`config.mk`:
```
export PLATFORM = sky130hd
export DESIGN_NAME = arm_multicycle_ctrl_flat
export DESIGN_NICKNAME = d
export VERILOG_FILES = /design/src/rtl/arm_multicycle_ctrl_pkg.sv /design/src/rtl/arm_multicycle_ctrl_if.sv /design/src/rtl/arm_multicycle_ctrl_cond.sv /design/src/rtl/arm_multicycle_ctrl.sv /design/src/flat_wrapper.sv
export SDC_FILE = /design/constraint.sdc
export NUM_CORES = 1
export LEC_CHECK = 0
export CAP_MARGIN = 5
export CORE_MARGIN = 1.5
export CORE_UTILIZATION = 37
export CTS_BUF_LIST = sky130_fd_sc_hd__clkbuf_8
export CTS_CLUSTER_DIAMETER = 150
export DETAILED_ROUTE_END_ITERATION = 8
export GPL_TIMING_DRIVEN = 0
export PLACE_DENSITY = 0.78
export RECOVER_POWER = 25
export SKIP_LAST_GASP = 1
export SYNTH_ARGS = -nofsm -noshare
export SYNTH_HDL_FRONTEND = slang
export SYNTH_SLANG_ARGS = --single-unit
export TNS_END_PERCENT = 20
```
`constraint.sdc`:
```
create_clock -name clk -period 1.8 [get_ports clk]
set_input_delay 0.36 -clock clk [delete_from_list [all_inputs] [get_ports clk]]
set_output_delay 0.36 -clock clk [all_outputs]
set_load 0.005 [all_outputs]
```
`src/rtl/arm_multicycle_ctrl_pkg.sv`:
```
// Shared encodings for the multicycle ARM control unit: FSM states,
// condition codes, data-processing commands and datapath mux selects.
package arm_ctrl_pkg;

  typedef enum logic [3:0] {
    S_FETCH    = 4'd0,
    S_DECODE   = 4'd1,
    S_MEMADR   = 4'd2,
    S_MEMREAD  = 4'd3,
    S_MEMWB    = 4'd4,
    S_MEMWRITE = 4'd5,
    S_EXECR    = 4'd6,
    S_EXECI    = 4'd7,
    S_ALUWB    = 4'd8,
    S_BRANCH   = 4'd9
  } state_e;

  localparam logic [3:0] COND_EQ = 4'b0000;
  localparam logic [3:0] COND_NE = 4'b0001;
  localparam logic [3:0] COND_CS = 4'b0010;
  localparam logic [3:0] COND_CC = 4'b0011;
  localparam logic [3:0] COND_MI = 4'b0100;
  localparam logic [3:0] COND_PL = 4'b0101;
  localparam logic [3:0] COND_VS = 4'b0110;
  localparam logic [3:0] COND_VC = 4'b0111;
  localparam logic [3:0] COND_HI = 4'b1000;
  localparam logic [3:0] COND_LS = 4'b1001;
  localparam logic [3:0] COND_GE = 4'b1010;
  localparam logic [3:0] COND_LT = 4'b1011;
  localparam logic [3:0] COND_GT = 4'b1100;
  localparam logic [3:0] COND_LE = 4'b1101;

  localparam logic [3:0] CMD_AND = 4'b0000;
  localparam logic [3:0] CMD_SUB = 4'b0010;
  localparam logic [3:0] CMD_ADD = 4'b0100;
  localparam logic [3:0] CMD_CMP = 4'b1010;
  localparam logic [3:0] CMD_ORR = 4'b1100;

  localparam logic [1:0] ALU_ADD = 2'b00;
  localparam logic [1:0] ALU_SUB = 2'b01;
  localparam logic [1:0] ALU_AND = 2'b10;
  localparam logic [1:0] ALU_ORR = 2'b11;

  localparam logic [1:0] SRCB_REG  = 2'b00;
  localparam logic [1:0] SRCB_IMM  = 2'b01;
  localparam logic [1:0] SRCB_FOUR = 2'b10;

  localparam logic [1:0] RES_ALUOUT = 2'b00;
  localparam logic [1:0] RES_DATA   = 2'b01;
  localparam logic [1:0] RES_ALU    = 2'b10;

  // Raw per-state controls before condition gating.
  typedef struct packed {
    logic       next_pc;
    logic       branch;
    logic       reg_w;
    logic       mem_w;
    logic       ir_write;
    logic       adr_src;
    logic       alu_src_a;
    logic       alu_op;
    logic [1:0] alu_src_b;
    logic [1:0] result_src;
  } ctrl_t;

endpackage

```
`src/rtl/arm_multicycle_ctrl_if.sv`:
```
// Instruction fields and ALU flags in, datapath controls out.
interface arm_multicycle_ctrl_if;
  logic [3:0] cond;
  logic [1:0] op;
  logic [5:0] funct;
  logic [3:0] rd;
  logic [3:0] alu_flags;
  logic       pc_write;
  logic       adr_src;
  logic       mem_write;
  logic       ir_write;
  logic       reg_write;
  logic [1:0] result_src;
  logic       alu_src_a;
  logic [1:0] alu_src_b;
  logic [1:0] alu_control;
  logic [1:0] imm_src;
  logic [1:0] reg_src;
  logic [3:0] state_o;

  modport master (
    input  cond, op, funct, rd, alu_flags,
    output pc_write, adr_src, mem_write, ir_write, reg_write, result_src,
           alu_src_a, alu_src_b, alu_control, imm_src, reg_src, state_o
  );

  modport slave (
    output cond, op, funct, rd, alu_flags,
    input  pc_write, adr_src, mem_write, ir_write, reg_write, result_src,
           alu_src_a, alu_src_b, alu_control, imm_src, reg_src, state_o
  );
endinterface

```
`src/rtl/arm_multicycle_ctrl_cond.sv`:
```
// NZCV flags register, condition evaluation and the per-instruction
// condition-pass bit latched at the end of DECODE.
module arm_cond_unit
  import arm_ctrl_pkg::*;
(
  input  logic       clk,
  input  logic       reset,
  input  logic [3:0] cond_i,
  input  logic [3:0] alu_flags_i,
  input  logic [1:0] flag_we_i,   // [1]=N,Z  [0]=C,V
  input  logic       latch_i,
  output logic       cond_ex_o
);
  logic [3:0] flags_q;
  logic       cond_ex_q;
  logic       n, z, c, v, cond_true;

  always_comb begin
    {n, z, c, v} = flags_q;
    case (cond_i)
      COND_EQ: cond_true = z;
      COND_NE: cond_true = ~z;
      COND_CS: cond_true = c;
      COND_CC: cond_true = ~c;
      COND_MI: cond_true = n;
      COND_PL: cond_true = ~n;
      COND_VS: cond_true = v;
      COND_VC: cond_true = ~v;
      COND_HI: cond_true = c & ~z;
      COND_LS: cond_true = ~c | z;
      COND_GE: cond_true = (n == v);
      COND_LT: cond_true = (n != v);
      COND_GT: cond_true = ~z & (n == v);
      COND_LE: cond_true = z | (n != v);
      default: cond_true = 1'b1;
    endcase
  end

  // Flag writes use the held pass bit, so a failed-condition instruction never touches NZCV.
  always_ff @(posedge clk) begin
    if (reset) begin
      flags_q   <= 4'b0000;
      cond_ex_q <= 1'b0;
    end else begin
      if (latch_i) cond_ex_q <= cond_true;
      if (flag_we_i[1] & cond_ex_q) flags_q[3:2] <= alu_flags_i[3:2];
      if (flag_we_i[0] & cond_ex_q) flags_q[1:0] <= alu_flags_i[1:0];
    end
  end

  assign cond_ex_o = cond_ex_q;
endmodule

```
`src/rtl/arm_multicycle_ctrl.sv`:
```
// Multicycle ARM control unit: main FSM, ALU decoder and condition-gated
// write enables. Outputs are combinational from state, funct and cond_ex.
module arm_multicycle_ctrl
  import arm_ctrl_pkg::*;
(
  input  logic                  clk,
  input  logic                  reset,
  arm_multicycle_ctrl_if.master bus
);
  state_e     state_q, state_d;
  ctrl_t      ctl;
  logic [3:0] cmd;
  logic [1:0] alu_dec;
  logic       no_write, fl_nz, fl_cv, is_exec, cond_ex, pcs;

  assign cmd = bus.funct[4:1];

  always_comb begin
    state_d = S_FETCH;
    case (state_q)
      S_FETCH:  state_d = S_DECODE;
      S_DECODE:
        case (bus.op)
          2'b00:   state_d = bus.funct[5] ? S_EXECI : S_EXECR;
          2'b01:   state_d = S_MEMADR;
          2'b10:   state_d = S_BRANCH;
          default: state_d = S_FETCH;
        endcase
      S_MEMADR:  state_d = bus.funct[0] ? S_MEMREAD : S_MEMWRITE;
      S_MEMREAD: state_d = S_MEMWB;
      S_EXECR,
      S_EXECI:   state_d = S_ALUWB;
      default:   state_d = S_FETCH;
    endcase
  end

  always_ff @(posedge clk) begin
    if (reset) state_q <= S_FETCH;
    else       state_q <= state_d;
  end

  // Command decode is kept independent of alu_op so ALUWB can still see no_write.
  always_comb begin
    alu_dec  = ALU_ADD;
    no_write = 1'b0;
    fl_nz    = 1'b0;
    fl_cv    = 1'b0;
    case (cmd)
      CMD_ADD: begin alu_dec = ALU_ADD; fl_nz = 1'b1; fl_cv = 1'b1; end
      CMD_SUB: begin alu_dec = ALU_SUB; fl_nz = 1'b1; fl_cv = 1'b1; end
      CMD_AND: begin alu_dec = ALU_AND; fl_nz = 1'b1; end
      CMD_ORR: begin alu_dec = ALU_ORR; fl_nz = 1'b1; end
      CMD_CMP: begin alu_dec = ALU_SUB; fl_nz = 1'b1; fl_cv = 1'b1; no_write = 1'b1; end
      default: no_write = 1'b1;
    endcase
  end

  always_comb begin
    ctl = '0;
    case (state_q)
      S_FETCH: begin
        ctl.ir_write   = 1'b1;
        ctl.next_pc    = 1'b1;
        ctl.alu_src_a  = 1'b1;
        ctl.alu_src_b  = SRCB_FOUR;
        ctl.result_src = RES_ALU;
      end
      S_DECODE: begin
        ctl.alu_src_a  = 1'b1;
        ctl.alu_src_b  = SRCB_FOUR;
        ctl.result_src = RES_ALU;
      end
      S_MEMADR:   ctl.alu_src_b = SRCB_IMM;
      S_MEMREAD:  ctl.adr_src = 1'b1;
      S_MEMWB: begin
        ctl.result_src = RES_DATA;
        ctl.reg_w      = 1'b1;
      end
      S_MEMWRITE: begin
        ctl.adr_src = 1'b1;
        ctl.mem_w   = 1'b1;
      end
      S_EXECR: begin
        ctl.alu_src_b = SRCB_REG;
        ctl.alu_op    = 1'b1;
      end
      S_EXECI: begin
        ctl.alu_src_b = SRCB_IMM;
        ctl.alu_op    = 1'b1;
      end
      S_ALUWB:    ctl.reg_w = ~no_write;
      S_BRANCH: begin
        ctl.alu_src_b  = SRCB_IMM;
        ctl.result_src = RES_ALU;
        ctl.branch     = 1'b1;
      end
      default: ctl = '0;
    endcase
  end

  assign is_exec = (state_q == S_EXECR) | (state_q == S_EXECI);

  arm_cond_unit u_cond (
    .clk         (clk),
    .reset       (reset),
    .cond_i      (bus.cond),
    .alu_flags_i (bus.alu_flags),
    .flag_we_i   ({fl_nz, fl_cv} & {2{is_exec & bus.funct[0]}}),
    .latch_i     (state_q == S_DECODE),
    .cond_ex_o   (cond_ex)
  );

  assign pcs = ((bus.rd == 4'hF) & ctl.reg_w) | ctl.branch;

  // Write enables are squashed while reset is held so an aborted instruction leaves no trace.
  assign bus.pc_write    = ~reset & (ctl.next_pc | (pcs & cond_ex));
  assign bus.ir_write    = ~reset & ctl.ir_write;
  assign bus.reg_write   = ~reset & ctl.reg_w & cond_ex;
  assign bus.mem_write   = ~reset & ctl.mem_w & cond_ex;
  assign bus.adr_src     = ctl.adr_src;
  assign bus.result_src  = ctl.result_src;
  assign bus.alu_src_a   = ctl.alu_src_a;
  assign bus.alu_src_b   = ctl.alu_src_b;
  assign bus.alu_control = ctl.alu_op ? alu_dec : ALU_ADD;
  assign bus.imm_src     = bus.op;
  assign bus.reg_src     = {bus.op == 2'b01, bus.op == 2'b10};
  assign bus.state_o     = state_q;
endmodule

```
`src/flat_wrapper.sv`:
```
// flat-port wrapper written by rule: the top's interface ports become plain ports
module arm_multicycle_ctrl_flat import arm_ctrl_pkg::*;
  (clk, reset, bus_cond, bus_op, bus_funct, bus_rd, bus_alu_flags, bus_pc_write, bus_adr_src, bus_mem_write, bus_ir_write, bus_reg_write, bus_result_src, bus_alu_src_a, bus_alu_src_b, bus_alu_control, bus_imm_src, bus_reg_src, bus_state_o);
  arm_multicycle_ctrl_if bus_i ();
  input  logic clk;
  input  logic reset;
  input wire logic [$bits(bus_i.cond)-1:0] bus_cond;
  input wire logic [$bits(bus_i.op)-1:0] bus_op;
  input wire logic [$bits(bus_i.funct)-1:0] bus_funct;
  input wire logic [$bits(bus_i.rd)-1:0] bus_rd;
  input wire logic [$bits(bus_i.alu_flags)-1:0] bus_alu_flags;
  output wire logic [$bits(bus_i.pc_write)-1:0] bus_pc_write;
  output wire logic [$bits(bus_i.adr_src)-1:0] bus_adr_src;
  output wire logic [$bits(bus_i.mem_write)-1:0] bus_mem_write;
  output wire logic [$bits(bus_i.ir_write)-1:0] bus_ir_write;
  output wire logic [$bits(bus_i.reg_write)-1:0] bus_reg_write;
  output wire logic [$bits(bus_i.result_src)-1:0] bus_result_src;
  output wire logic [$bits(bus_i.alu_src_a)-1:0] bus_alu_src_a;
  output wire logic [$bits(bus_i.alu_src_b)-1:0] bus_alu_src_b;
  output wire logic [$bits(bus_i.alu_control)-1:0] bus_alu_control;
  output wire logic [$bits(bus_i.imm_src)-1:0] bus_imm_src;
  output wire logic [$bits(bus_i.reg_src)-1:0] bus_reg_src;
  output wire logic [$bits(bus_i.state_o)-1:0] bus_state_o;
  assign bus_i.cond = bus_cond;
  assign bus_i.op = bus_op;
  assign bus_i.funct = bus_funct;
  assign bus_i.rd = bus_rd;
  assign bus_i.alu_flags = bus_alu_flags;
  assign bus_pc_write = bus_i.pc_write;
  assign bus_adr_src = bus_i.adr_src;
  assign bus_mem_write = bus_i.mem_write;
  assign bus_ir_write = bus_i.ir_write;
  assign bus_reg_write = bus_i.reg_write;
  assign bus_result_src = bus_i.result_src;
  assign bus_alu_src_a = bus_i.alu_src_a;
  assign bus_alu_src_b = bus_i.alu_src_b;
  assign bus_alu_control = bus_i.alu_control;
  assign bus_imm_src = bus_i.imm_src;
  assign bus_reg_src = bus_i.reg_src;
  assign bus_state_o = bus_i.state_o;
  arm_multicycle_ctrl u_core (.clk(clk), .reset(reset), .bus(bus_i));
endmodule
```
# Word level (Yosys, flattened, before mapping)
# Index checks and enable logic that the tools add are counted.
[word_totals]
elab_cells = 90
reg_bits = 9
input_bits = 22
[op_classes]
mux = 18
n_bitwise = 24
n_reduce_logical = 13
n_eq_ne = 31
[ops]
columns = ["op", "n"]
rows = [
  ["$eq 4x4->1 const B", 11],
  ["$eq 4x3->1 const B", 9],
  ["$eq 4x2->1 const B", 5],
  ["$pmux 4 s5", 1],
  ["$pmux 1 s14", 1],
  ["$and 1x1->1", 13],
  ["$logic_not 4->1", 3],
  ["$pmux 4 s3", 1],
  ["$mux 1", 9],
  ["$reduce_or 3->1", 3],
  ["$eq 4x1->1 const B", 2],
  ["$pmux 2 s2", 2],
  ["$reduce_or 2->1", 4],
  ["$pmux 2 s3", 1],
  ["$not 1->1", 5],
  ["$or 1x1->1", 5],
  ["$reduce_or 5->1", 1],
  ["$reduce_or 4->1", 1],
  ["$mux 3", 1],
  ["$and 2x2->2", 1],
  ["$eq 2x1->1 const B", 1],
  ["$eq 2x2->1 const B", 1],
  ["$logic_not 2->1", 1],
  ["$mux 2", 1],
  ["other kinds (3)", 3],
]

# Depth between registers and ports, before layout
[depth]
ltp_word = 8
depth_mapped = 5
ltp_nobuf = 4

# Modules after synthesis
# From an unflattened synthesis, not the netlist that was laid out.
[hier_totals]
hier_cells = 103
hier_area_um2 = 790.8
[modules_own_cells]
columns = ["mod", "area_each_um2", "cells_per_inst", "instances", "seq_area_each_um2"]
rows = [
  ["arm_multicycle_ctrl", 469.2, 64, 1, 80.1],
  ["arm_cond_unit", 321.6, 39, 1, 100.1],
]

# Worst setup path after synthesis
# No wires, ideal clock.
[synth_timing]
path_type = "reg2out"
startpoint = "register u_core.state_q[3], in the netlist u_core.bus.state_o[3]"
endpoint = "output port bus_pc_write"
stages_incl_launch_ff = 6
required_ns = 1.440
arrival_ns = 1.472
setup_slack_ns = -0.032
cell_sequence = "dfxtp_1 > buf_4 > nand2b_2 > a2111o_1 > a2111oi_2 > o31a_1"
[synth_between]
elab_chain_cells = 7
[synth_lines]
columns = ["item", "line", "rtl"]
rows = [
  ["start, declared", "arm_multicycle_ctrl.sv:10", "state_e state_q, state_d;"],
  ["start signal, assigned", "arm_multicycle_ctrl.sv:39", "else state_q <= state_d;"],
  ["$eq 4x4->1 / $eq 4x3->1 (equally long branches)", "arm_multicycle_ctrl.sv:60", "case (state_q)"],
  ["$pmux 1 s2", "arm_multicycle_ctrl.sv:60", ""],
  ["$and 1x1->1", "arm_multicycle_ctrl.sv:113", "assign pcs = ((bus.rd == 4'hF) & ctl.reg_w) | ctl.branch;"],
  ["$or 1x1->1", "arm_multicycle_ctrl.sv:113", ""],
  ["$and 1x1->1", "arm_multicycle_ctrl.sv:116", "assign bus.pc_write = ~reset & (ctl.next_pc | (pcs & cond_ex));"],
  ["$or 1x1->1 *", "arm_multicycle_ctrl.sv:116", ""],
  ["$and 1x1->1 *", "arm_multicycle_ctrl.sv:116", ""],
  ["end, declared", "flat_wrapper.sv:12", "output wire logic [$bits(bus_i.pc_write)-1:0] bus_pc_write;"],
]
# Mark *: on every way between the ends. The rest lies on a longest branch, timed or not.

# Final worst setup path
# Ends and elaborated chain as after synthesis.

==> run_results.csv <==
group,metric,value,unit
status,status,"complete, but fails checks",
status,violations,"setup timing",
detailed_routing,drt_drc_violations_left,0,
logic_synthesis,synth_area_leaders,"dfxtp_1 22%, mux2i_1 6.0%, nand2b_1 6.0%, nor3_1 4.8%, nor2_1 4.5%",
global_routing,antenna_found_initial,0,
finish,fillers,147,
global_routing,grt_usage,0.213,
power_and_ir_drop,pwr-share-clk,0.310,
floorplanning,die_h,50.4,um
place,port_buffers,41,
logic_synthesis,ys_ff_latch,9,
power_and_ir_drop,power_frac_seq,0.308,
logic_synthesis,avgSynthCellArea,8.07,um2
clock_network,cts_max_path_buffers,2,
place,place_hpwl,1800,um
clock_network,cts_hold_buf,0,
power_and_ir_drop,p_int,0.000516,W
power_and_ir_drop,switching_share,0.286,
timing,hold_viol,0,
power_and_ir_drop,p_leak,0.539,nW
timing,tightest_slew,461,ps
worst_setup_path,arrival,1810,ps
floorplanning,num_rows,16,
global_routing,grt_overflow,0,
logic_synthesis,netlist_area,831,um2
floorplanning,ioPinCount,42,
logic_synthesis,ys_types,42,
logic_synthesis,synth_ff_type,"dfxtp_1",
power_and_ir_drop,ir_drop,320,uV
timing,hold_slack,567,ps
global_routing,grt_pass1_vias,923,
clock_network,cts_buffers,3,
worst_setup_path,crit_type,"flop to primary output",
power_and_ir_drop,p_switching,0.000207,W
timing,rsz0062_at_grt,"yes",
detailed_routing,drt_wl_total,2770,um
worst_setup_path,cp-start-kind,"flop",
power_and_ir_drop,p_comb_frac,0.382,
timing,min_period,2170,ps
timing,maxSlewHeadroom,0.685,
global_routing,grt_max_degree,11,
detailed_routing,first_pass_iters,4,
timing,slew_viol_final,0,
timing,setup_slack,-370,ps
logic_synthesis,synthesis.nets,125,
logic_synthesis,yosysWarnings,0,
clock_network,clkSinkCount,9,
logic_synthesis,synth-async-reset-ratio,0,
worst_setup_path,endpoint_kind,"primary output",
flow_run,cap_violations,0,
worst_setup_path,required,1440,ps
floorplanning,initial_utilization,0.407,
logic_synthesis,yosysSeqAreaShare,0.217,
clock_network,clkLatencyLatePin,230,ps
finish,diodes,0,
detailed_routing,num_vias,1039,
finish,post_route_cells_drive_above_1_share,0.253,
clock_network,clk_pin_slew_worst_paths,40,ps
timing,max_freq,0.461,GHz
detailed_routing,antenna_left,0,
floorplanning,die_x,50.4,um
finish,areaGrowthSynthToFinish,80.6,%
finish,stdcell_count,185,
logic_synthesis,synthCells,103,
clock_network,cts_tree,"built",
detailed_routing,via_per_inst,5.62,
timing,fin_crit_sh,1.21,
floorplanning,coreArea,0.00204,mm2
finish,nNetsFinal,181,
hold_path,hp-class,"flop to flop",
global_routing,grt_pass1_wl,4220,um
logic_synthesis,synth_edf_count,0,
logic_synthesis,yosysTopAreaCellShare,0.217,
clock_network,cts_root_buf,"clkbuf_8",
place,place_congestion,0.813,
worst_setup_path,path_max_fanout,4,
place,place_inst,171,
floorplanning,die_area,0.00254,mm2
timing,skew,2.96,ps
logic_synthesis,synth_top_area_cell,"dfxtp_1",
clock_network,htree_levels,1,
detailed_routing,drtIter0Drc,18,
detailed_routing,wire_per_inst,15.0,um
timing,setup_viol,17,
power_and_ir_drop,power_density,482,mW/mm2
what timing repair did:
item / 4_1_cts / 5_1_grt
gates resized for setup: 35 / 10
pin swaps: 5 / 1
buffers inserted: 6 / 4
setup endpoints to repair: 21 / 17
area by class of cell:
type / instances / area, um2 / share of cell area
plain buffers: 7 / 66.3 / 0.0442
flip-flops and latches: 9 / 189 / 0.126
multi-input cells: 84 / 681 / 0.454
well taps: 27 / 33.8 / 0.0225
repair buffers: 51 / 474 / 0.316
clock buffers: 3 / 41.3 / 0.0275
clock inverters: 1 / 3.75 / 0.00250
inverters: 3 / 11.3 / 0.00751
stage by stage:
stage	TNS (ps)	power, W	cell area [um2]	util	setup WS [ps]
global route	-3900	0.000760	1500	0.735	-413
CTS	-2780	0.000687	1420	0.697	-272
finish	-2830	0.000724	1500	0.735	-370
detailed placement	-6520	0.000451	1280	0.627	-1050
floorplan	0	0.000320	836	-	9.72
global placement	-6160	0.000446	1280	0.627	-1020
cell usage in the layout, fill, tap and decap left out, drive strengths merged, types with 5 or more instances in the layout:
cell type      instances
clkbuf                 5
buf                   17
nand2b                 9
dfxtp                  9
nor2                  10
mux2i                  5
dlygate4sd2            5
nor3                   8
clkdlybuf4s50         32
per-layer routing:
metal,up-vias,routed length (um),global-route usage
li1,498,-,-
met1,482,1150,0.277
met2,50,1390,0.355
met3,9,144,0.0208
met4,0,76,0.0991
met5,-,0,0
flip-flops by register name (all words and copies together) (netlist names):
name	count
u_core.u_cond.flags_q	4
u_core.bus.state_o	4
u_core.u_cond.cond_ex_o	1
cells in the mapped netlist, types with 3 or more instances:
cell type and n:
a21oi_1 4, xor2_1 4, buf_4 3, nor2b_1 4, o21ai_0 4, inv_1 3
mux2i_1 5, nor3_1 8, nor2_1 10, nand2b_1 8, dfxtp_1 9, nor3b_1 3
nor4b_1 3
power by group through the flow:
stage          Combinational, W  Clock, W  Sequential [W]
2_1_floorplan         0.0000994         0        0.000220
3_3_place_gp           0.000225         0        0.000221
3_5_place_dp           0.000229         0        0.000221
4_1_cts                0.000246  0.000222        0.000219
5_1_grt                0.000295  0.000241        0.000224
6_report               0.000277  0.000224        0.000223
worst max-delay path: stages (launching register included):
cell      delay (ps)
dfxtp_2          320
buf_6            120
buf_4            130
or3_4            420
nor3_4           200
nand2b_1         150
o31a_1           140
buf_2            110
cells by family (layout without fill, tap and decap cells):
kind of cell    after synthesis  count (layout)  share of synthesized area
simple gates                 51              51                      0.381
flops                         9               9                      0.217
compound gates               23              23                      0.227
mux                           5               5                     0.0602
xor+xnor                      5               5                     0.0527
buf+inv                      10              65                     0.0617
path summary, 6_finish.rpt:
kind	from	end	slack (ps)	cells past startpoint
worst max-delay path	u_core.bus.state_o[3]	bus_pc_write	-370	7
worst min-delay path	u_core.u_cond.cond_ex_o	u_core.u_cond.cond_ex_o	570	2
worst max register to register	u_core.bus.state_o[3]	u_core.u_cond.cond_ex_o	180	6
worst min register to register	u_core.u_cond.cond_ex_o	u_core.u_cond.cond_ex_o	570	2
(Power assumes the default switching activity.)
